### config.mk
export PLATFORM = sky130hd
export DESIGN_NAME = nas_vid_capture
export DESIGN_NICKNAME = d
export VERILOG_FILES = /design/src/rtl/nas_vid_capture.sv
export SDC_FILE = /design/constraint.sdc
export NUM_CORES = 1
export LEC_CHECK = 0
export ABC_AREA = 1
export CORE_MARGIN = 2
export CORE_UTILIZATION = 53
export DETAILED_ROUTE_END_ITERATION = 12
export PLACE_DENSITY = 0.85
export SLEW_MARGIN = 20
export SYNTH_ARGS = -nofsm -noshare
export SYNTH_HDL_FRONTEND = slang
export SYNTH_SLANG_ARGS = --single-unit
### constraint.sdc
create_clock -name clk -period 2.6 [get_ports clk]
set_input_delay 0.26 -clock clk [delete_from_list [all_inputs] [get_ports clk]]
set_output_delay 0.26 -clock clk [all_outputs]
set_load 0.1 [all_outputs]
### src/rtl/nas_vid_capture.sv
// Nascom 2 composite video capture: separates h/v sync by pulse width, samples
// the pixel stream and emits packed frame-buffer byte writes.
module nas_vid_capture #(
    parameter int HSYNC_MIN    = 32,
    parameter int VSYNC_MIN    = 400,
    parameter int H_START      = 160,
    parameter int H_PIXELS     = 384,
    parameter int V_START      = 20,
    parameter int V_LINES      = 224,
    parameter int LINE_TIMEOUT = 2048
) (
    input  logic        clk,
    input  logic        reset,
    input  logic        vid_sync,
    input  logic        vid_data,
    output logic        wr_en,
    output logic [13:0] wr_addr,
    output logic [7:0]  wr_data,
    output logic        frame_done,
    output logic        locked,
    output logic        sync_lost,
    output logic [8:0]  line_cnt
);

    localparam int PW = $clog2(H_PIXELS + 1);
    localparam logic [10:0] HS_MIN  = 11'(HSYNC_MIN);
    localparam logic [10:0] VS_MIN  = 11'(VSYNC_MIN);
    localparam logic [11:0] HSTART  = 12'(H_START);
    localparam logic        HPAR    = 1'(H_START % 2);
    localparam logic [PW-1:0] HPIX  = PW'(H_PIXELS);
    localparam logic [PW-1:0] HLAST = PW'(H_PIXELS - 1);
    localparam logic [8:0]  VFIRST  = 9'(V_START);
    localparam logic [8:0]  VLAST   = 9'(V_START + V_LINES - 1);
    localparam logic [8:0]  YLAST   = 9'(V_LINES - 1);
    localparam logic [13:0] BPL     = 14'(H_PIXELS / 8);
    localparam logic [11:0] TO_LAST = 12'(LINE_TIMEOUT - 1);

    typedef enum logic [1:0] {SEEK, LINES, ACTIVE} state_t;
    state_t state, state_nx;

    logic          sync_r, data_r, sync_q;
    logic [10:0]   low_cnt;
    logic [11:0]   to_cnt;
    logic [11:0]   h_cnt;
    logic [PW-1:0] pix_cnt;
    logic [7:0]    shreg;

    logic       rise, vs_ev, hs_ev, any_ev, tmo_hit;
    logic       sample, byte_full, write, start_line;
    logic [8:0] line_nx, y;
    logic       nx_in_range;

    assign rise    = sync_r & ~sync_q;
    assign vs_ev   = rise && (low_cnt >= VS_MIN);
    assign hs_ev   = rise && (low_cnt >= HS_MIN) && (low_cnt < VS_MIN);
    assign any_ev  = vs_ev | hs_ev;
    assign tmo_hit = (state != SEEK) && (to_cnt == TO_LAST) && !any_ev;

    assign line_nx     = (line_cnt == 9'd511) ? 9'd511 : line_cnt + 9'd1;
    assign nx_in_range = (line_nx >= VFIRST) && (line_nx <= VLAST);
    assign start_line  = (state != SEEK) && hs_ev && nx_in_range;
    assign y           = line_cnt - VFIRST;

    // Sampling pauses while sync is low, so a sync pulse that lands mid-line
    // never completes a byte with blanking-level pixels.
    assign sample    = (state == ACTIVE) && sync_r && (h_cnt >= HSTART) &&
                       (h_cnt[0] == HPAR) && (pix_cnt < HPIX);
    assign byte_full = sample && (pix_cnt[2:0] == 3'd7);
    assign write     = byte_full && !any_ev && !tmo_hit;
    assign locked    = (state != SEEK);

    always_ff @(posedge clk) begin
        if (reset) state <= SEEK;
        else       state <= state_nx;
    end

    always_comb begin
        state_nx = state;
        case (state)
            SEEK:   if (vs_ev) state_nx = LINES;
            LINES: begin
                if (vs_ev)           state_nx = LINES;
                else if (start_line) state_nx = ACTIVE;
            end
            ACTIVE: begin
                if (vs_ev)                 state_nx = LINES;
                else if (hs_ev)            state_nx = nx_in_range ? ACTIVE : LINES;
                else if (pix_cnt == HPIX)  state_nx = LINES;
            end
            default: state_nx = SEEK;
        endcase
        if (tmo_hit) state_nx = SEEK;
    end

    always_ff @(posedge clk) begin
        if (reset) begin
            sync_r     <= 1'b0;
            data_r     <= 1'b0;
            sync_q     <= 1'b0;
            low_cnt    <= '0;
            to_cnt     <= '0;
            h_cnt      <= '0;
            pix_cnt    <= '0;
            shreg      <= '0;
            line_cnt   <= '0;
            sync_lost  <= 1'b0;
            wr_en      <= 1'b0;
            wr_addr    <= '0;
            wr_data    <= '0;
            frame_done <= 1'b0;
        end else begin
            sync_r <= vid_sync;
            data_r <= vid_data;
            sync_q <= sync_r;

            if (sync_r)                 low_cnt <= '0;
            else if (low_cnt != 11'h7FF) low_cnt <= low_cnt + 11'd1;

            if (any_ev)                 to_cnt <= '0;
            else if (to_cnt != 12'hFFF) to_cnt <= to_cnt + 12'd1;

            if (vs_ev)                        line_cnt <= '0;
            else if (hs_ev && state != SEEK)  line_cnt <= line_nx;

            if (vs_ev)        sync_lost <= 1'b0;
            else if (tmo_hit) sync_lost <= 1'b1;

            if (start_line) begin
                h_cnt   <= '0;
                pix_cnt <= '0;
                shreg   <= '0;
            end else begin
                if (state == ACTIVE && h_cnt != 12'hFFF) h_cnt <= h_cnt + 12'd1;
                if (sample) begin
                    pix_cnt <= pix_cnt + PW'(1);
                    shreg   <= {shreg[6:0], data_r};
                end
            end

            wr_en      <= write;
            frame_done <= write && (pix_cnt == HLAST) && (y == YLAST);
            if (write) begin
                wr_data <= {shreg[6:0], data_r};
                wr_addr <= 14'(y) * BPL + 14'(pix_cnt >> 3);
            end
        end
    end

endmodule

Yosys cells after proc, flatten, opt, wreduce, memory -nomap -nowiden
Index checks and enable logic that the tools add are counted.
Storage, ports and cells
  word-level logic and storage cells: 85
  register bits after elaboration: 90
  memories: 0
  bits in latches: 0
  input port bits: 4
  output and inout port bits: 35
  memory bits (read-only): 0
  bits in writable memories: 0
Cells by class
  reductions and logical operators: 28
  multiply operators: 1
  add/sub/neg operators: 7
  shift operators: 0
  equal/unequal tests: 14
  multiplexer cells: 9
  $lt $le $gt $ge: 7
  div/mod/pow operators: 0
  bitwise gates (word level): 4
Operators with widths (count)
  9-bit equality test, second input constant: 3
  12-bit by 1-bit adder with 12-bit output, second input constant: 2
  12-bit != test, second input constant: 2
  9-bit by 1-bit adder with 9-bit output, second input constant: 2
  1-bit logical AND: 18
  14-bit by 6-bit adder with 14-bit output: 1
  2-bit two-way mux: 7
  12-bit by 11-bit equality test with 1-bit output, second input constant: 1
  12-bit by 8-bit greater-or-equal comparator with 1-bit output, second input constant: 1
  11-bit by 1-bit adder with 11-bit output, second input constant: 1
  11-bit by 6-bit greater-or-equal comparator with 1-bit output, second input constant: 1
  11-bit by 9-bit greater-or-equal comparator with 1-bit output, second input constant: 1
  11-bit by 9-bit less-than comparator with 1-bit output, second input constant: 1
  11-bit != test, second input constant: 1
  9-bit by 2-bit multiplier with 10-bit output, second input constant: 1
  2-bit OR reduction: 5
  9-bit by 8-bit equality test with 1-bit output, second input constant: 1
  9-bit by 5-bit greater-or-equal comparator with 1-bit output, second input constant: 1
  9-bit by 8-bit <= comparator with 1-bit output, second input constant: 1
  9-bit less-than comparator, second input constant: 1
  9-bit two-way mux: 1
  9-bit by 5-bit subtractor with 9-bit output, second input constant: 1
  2-bit one-hot mux with 3 select lines: 1
  4-bit by 3-bit != test with 1-bit output, second input constant: 1
  other kinds (12): 14

Logic depth before layout (Yosys ltp)
Gate-level depths: netlist of the first run.
  word-level depth: 11
  depth in mapped cells: 19
  depth with buffers taken out: 19

Worst setup path after synthesis of the first run
OpenSTA, ideal clock, no wires.
  path kind: register -> register
  start: reg line_cnt[3]
  end: reg wr_addr[12]
  buffers on the path: 0
  required time: 2.544 ns
  cell stages (with the launch flop): 18
  library setup time: 0.056 ns
  arrival time: 3.218 ns
  path slack: -0.674 ns
  clock period less this slack: 3.274 ns
  cell sequence: dfxtp_1 inv_1 ha_1 inv_1 a21oi_1 xor2_1 ha_1 inv_1 o21ai_0 nor2_1 o21ai_1 xor2_2 nand3_1 nor2_1 nor2_1 nand2_1 nand2_1 inv_1
On the way
  cells in the longest elaborated chain, start to end: 3
Ends and longest elaborated chain
  start, declared: line 22  | output logic [8:0] line_cnt
  start signal, assigned: line 123  | else if (hs_ev && state != SEEK) line_cnt <= line_nx;
  9-bit by 5-bit subtractor with 9-bit output: line 62  | assign y = line_cnt - VFIRST;
  9-bit by 2-bit multiplier with 10-bit output: line 144  | wr_addr <= 14'(y) * BPL + 14'(pix_cnt >> 3);
  14-bit by 6-bit adder with 14-bit output: line 144
  end signal, assigned: line 144
  end, declared: line 17  | output logic [13:0] wr_addr,
Every way passes these cells.
A chain may end at the register's enable or synchronous reset.

Worst setup path after layout of the first run
  start: reg line_cnt[2]
  end: reg wr_addr[12]
The elaborated chain is that of the path after synthesis.

==> results of run 1 <==
[metal layers]
| metal | wire [um] | vias to the layer above |
|---|---|---|
| li1 | - | 2310 |
| met1 | 4720 | 2062 |
| met2 | 5569 | 122 |
| met3 | 514 | 22 |
| met4 | 180 | 0 |
| met5 | 0 | - |
[cells in the mapped netlist (all sizes together)]
library cell / number
o22ai: 1
a211oi: 3
o21ai: 48
nand3b: 2
xor2: 19
nor4: 4
buf: 8
nor3b: 1
a221oi: 1
dfxtp: 90
o211ai: 1
xnor2: 11
inv: 110
ha: 20
o21a: 2
fa: 2
a21oi: 47
nand3: 41
nor2: 97
clkbuf: 6
a31oi: 6
o211a: 1
or2: 2
nand4: 14
nor3: 16
nand2: 132
o21bai: 2
[power by group through the flow]
stage | clock network [mW] | registers [mW] | logic, mW
after floorplan | 0 | 1.45 | 0.265
after CTS | 0.952 | 1.43 | 0.326
after global placement | 0 | 1.46 | 0.311
after global routing | 1.01 | 1.43 | 0.361
after detailed placement | 0 | 1.46 | 0.324
final | 0.936 | 1.43 | 0.329
[cell type report]
cell class / instances / area (um^2)
Sequential cell: 90 / 1819
Multi-Input combinational cell: 473 / 2729
Timing Repair Buffer: 57 / 447.9
Inverter: 110 / 420.4
Clock inverter: 7 / 70.07
Fill cell: 759 / 3359
Clock buffer: 9 / 123.9
Tap cell: 111 / 138.9
[worst max-delay path, delay by kind of cell (launching register included)]
kind	cells	cell delay, ns
xor gates and xnor gates	2	0.28
AOI/OAI and AO/OA	1	0.17
and+or+nand+nor	7	0.65
adders and majority gates	2	0.44
buffers and inverters	7	0.58
DFF	1	0.38
[registers in the layout, summed over array words and instances, names as in the netlist, 2 cells and up]
name / cells
h_cnt: 12
to_cnt: 12
line_cnt: 9
wr_addr: 14
shreg: 7
low_cnt: 11
state: 2
pix_cnt: 9
wr_data: 8
[how the worst max path moves through the flow]
stage,startpoint,end,cells after the start
detailed placement,line_cnt[3],wr_addr[12],17
finish,line_cnt[2],wr_addr[12],19
global placement,line_cnt[3],wr_addr[12],17
global route,line_cnt[3],wr_addr[12],19
floorplan,line_cnt[2],wr_addr[12],17
CTS,line_cnt[3],wr_addr[12],17
[what timing repair did]
action | CTS | global route
setup buffers | 0 | 12
gates resized for setup | 1 | 29
pin swaps | 2 | 13
setup endpoints to repair | 2 | 4
[layout by cell type, fill, tap and decap left out, types with 5 or more instances in the layout]
master / count
nand2_1: 122
inv_1: 100
nor2_1: 88
dfxtp_1: 82
buf_4: 53
o21ai_0: 43
nand3_1: 36
a21oi_1: 32
xor2_1: 16
ha_1: 16
nor3_1: 15
a21oi_2: 14
nand4_1: 12
xnor2_1: 10
clkbuf_8: 9
nand2_2: 8
nor2_2: 7
inv_2: 7
a31oi_1: 6
dfxtp_2: 5
[logic make-up (layout without fill, tap and decap cells)]
group,after synthesis,in the layout,synth area share
buffers and inverters,124,183,0.1035
xor gates and xnor gates,30,30,0.05495
DFF,90,90,0.3663
and+or+nand+nor,309,309,0.2836
AOI/OAI and AO/OA,112,112,0.1325
adders and majority gates,22,22,0.05902
[per-stage QoR]
step,util,hold WS [ns],setup TNS [ns],setup WS [ns],std cells
after floorplan,-,0.3670,0,0.003140,687
after global placement,0.5845,0.4387,0,0.1022,829
after detailed placement,0.5845,0.4629,-0.04272,-0.04272,829
after CTS,0.6062,0.3847,0,0.001346,845
after global routing,0.6312,0.4301,-0.2959,-0.1465,857
final,0.6312,0.3918,0,0.04207,857
==> summary.md, run 1 <==
| Metric | Value |
|---|---|
| Status | complete, no violations |
| CP max-delay cell | dfxtp_4 |
| IO Count | 39 |
| Fin crit period | 2.558 ns |
| TritonCTS Buffers | 9 |
| Clock transition at the registers of the reported paths | 0.10 ns |
| Synth Cell Area | 4918 um^2 |
| Worst Path Arrival | 2.88 ns |
| Setup Skew | 0.01505 ns |
| GP Congestion | 0.8594 |
| Core Box Area | 9109 um^2 |
| PD cells | ~470 nW/um^2 |
| Worst-Margin Slew | 0.5842 ns |
| R2R depth | 19 |
| Pwr Total | around 2.7 mW |
| Area delta synth->final | 16.89% |
| Starting Density | 0.5400 |
| Leakage | 2.543 nW |
| Hold path endpoint | sync_r |
| GR Util met3 | 0.04526 |
| Slowest cell delay on critical path | roughly 0.38 ns |
| Total grt overflow | 0 |
| Hold buffer count at cts | 0 |
| R2R setup slack | 0.04 ns |
| Combinational share of power | 0.122 |
| Fmax | 0.3909 GHz |
| Clk pwr share | 0.347 |
| Final Max Slew Viols | 0 |
| Sequential share of power | 0.530 |
| Post-synthesis sequential area ratio | 0.3663 |
| RR Endpoint | wr_addr[12] |
| Final Hold Fails | 0 |
| Crit path capture type | flip-flop |
| Cell variety after synth | 42 |
| Busiest grt layer | met2 |
| Top cells by area, synth | dfxtp_1 (37%), nand2_1 (9.4%), inv_1 (8.1%) |
| Max-Slew Margin vs Limit | 0.6093 |
| Crit Path Category | reg -> reg |
| Startpoint Class | flip-flop |
| N_diodes | 0 |
| Number of port buffers | 38 |
| Via count | 4,516 |
| Synth top area share | 0.3663 |
| Die ar. | a little over 10,000 um^2 |
| Ys Warns | 0 |
| Sw frac | 0.3083 |
| Syn Area/Cell | approximately 7.2 um^2 |
| Clock tree buffer depth | 2 |
| Share of cells above drive strength 1 | 0.1930 |
| Hold Path Depth | 3 |
| Endpoints failing setup | 0 |
| IR drop worst, VDD | about 0.6 mV |
| Critical Path RT | 2.92 ns |
| Iter 0 DRT Violations | 266 |
| Die width | around 100 um |
| WL final | 10,990 um |
| Largest net degree at the start of global routing | 29 |
| Final Instance Area | 5749 um^2 |
| Clk sinks | 90 |
| GRT Total Usage | 0.2164 |
| Max Cap Viol | 0 |
| Placed cell area | 5324 um^2 |
| First-pass GRT wire length | between 15,000 and 20,000 um |
| Htree depth | 3 |
| Unrepaired setup endpoints after global routing | yes |
| CTS tree | yes |
| Grt met1 use | 0.2539 |
| WL per Instance | 12.82 um |
| Flops & latches, synth | 90 |
| Met2 Usage GRT | 0.3918 |
| Initial antenna violation count | 0 |
| Worst Min Path Start | vid_sync |
| Syn Inst Count | 687 |
| ANT nets after route | 0 |
| Crit-path cells | inv_4 -> ha_4 -> inv_2 -> a21oi_4 -> xor2_2 -> buf_4 -> ha_4 -> inv_4 -> buf_12 -> nor3_1 -> nand2_1 -> nand2_1 -> xor2_1 -> inv_2 -> nor2_2 -> nor2_1 -> nand2_1 -> nand2_1 -> inv_1 |
| Internal | 1.863 mW |
| Syn Nets | approximately 710 |
| Detailed Routing Iterations Pass 1 | 5 |
| Post-DP HPWL | between 7000 and 8000 um |
| Number of cell rows | 35 |
| DRC Markers | 0 |
| Hold Crit Class | in -> reg |
| P_sw | 0.8302 mW |
| Most frequent CP cell | nand2_1 |
| Crit path max fanout | 5 |
| Vias/cell | 5.270 |
| Top cell type by total area after synthesis | dfxtp_1 |
| Die Y | between 100 and 150 um |
| FF-to-FF Start | line_cnt[2] |
| Vias in the first global route | 4,242 |
| Clock root cell | clkbuf_8 |
| Nets | 767 |
| Clk Latency, worst-skew pair | 0.37 ns |
| Tcrit/Tclk final | 0.9838 |
(Power assumes the default switching activity.)
==> inputs of run 2 (changes only) <==
- CTS_CLUSTER_SIZE: unset -> 10
- GPL_TIMING_DRIVEN: unset -> 1
==> results of run 2 <==
The final DEF is identical to that of run 1; final timing and power are the same.
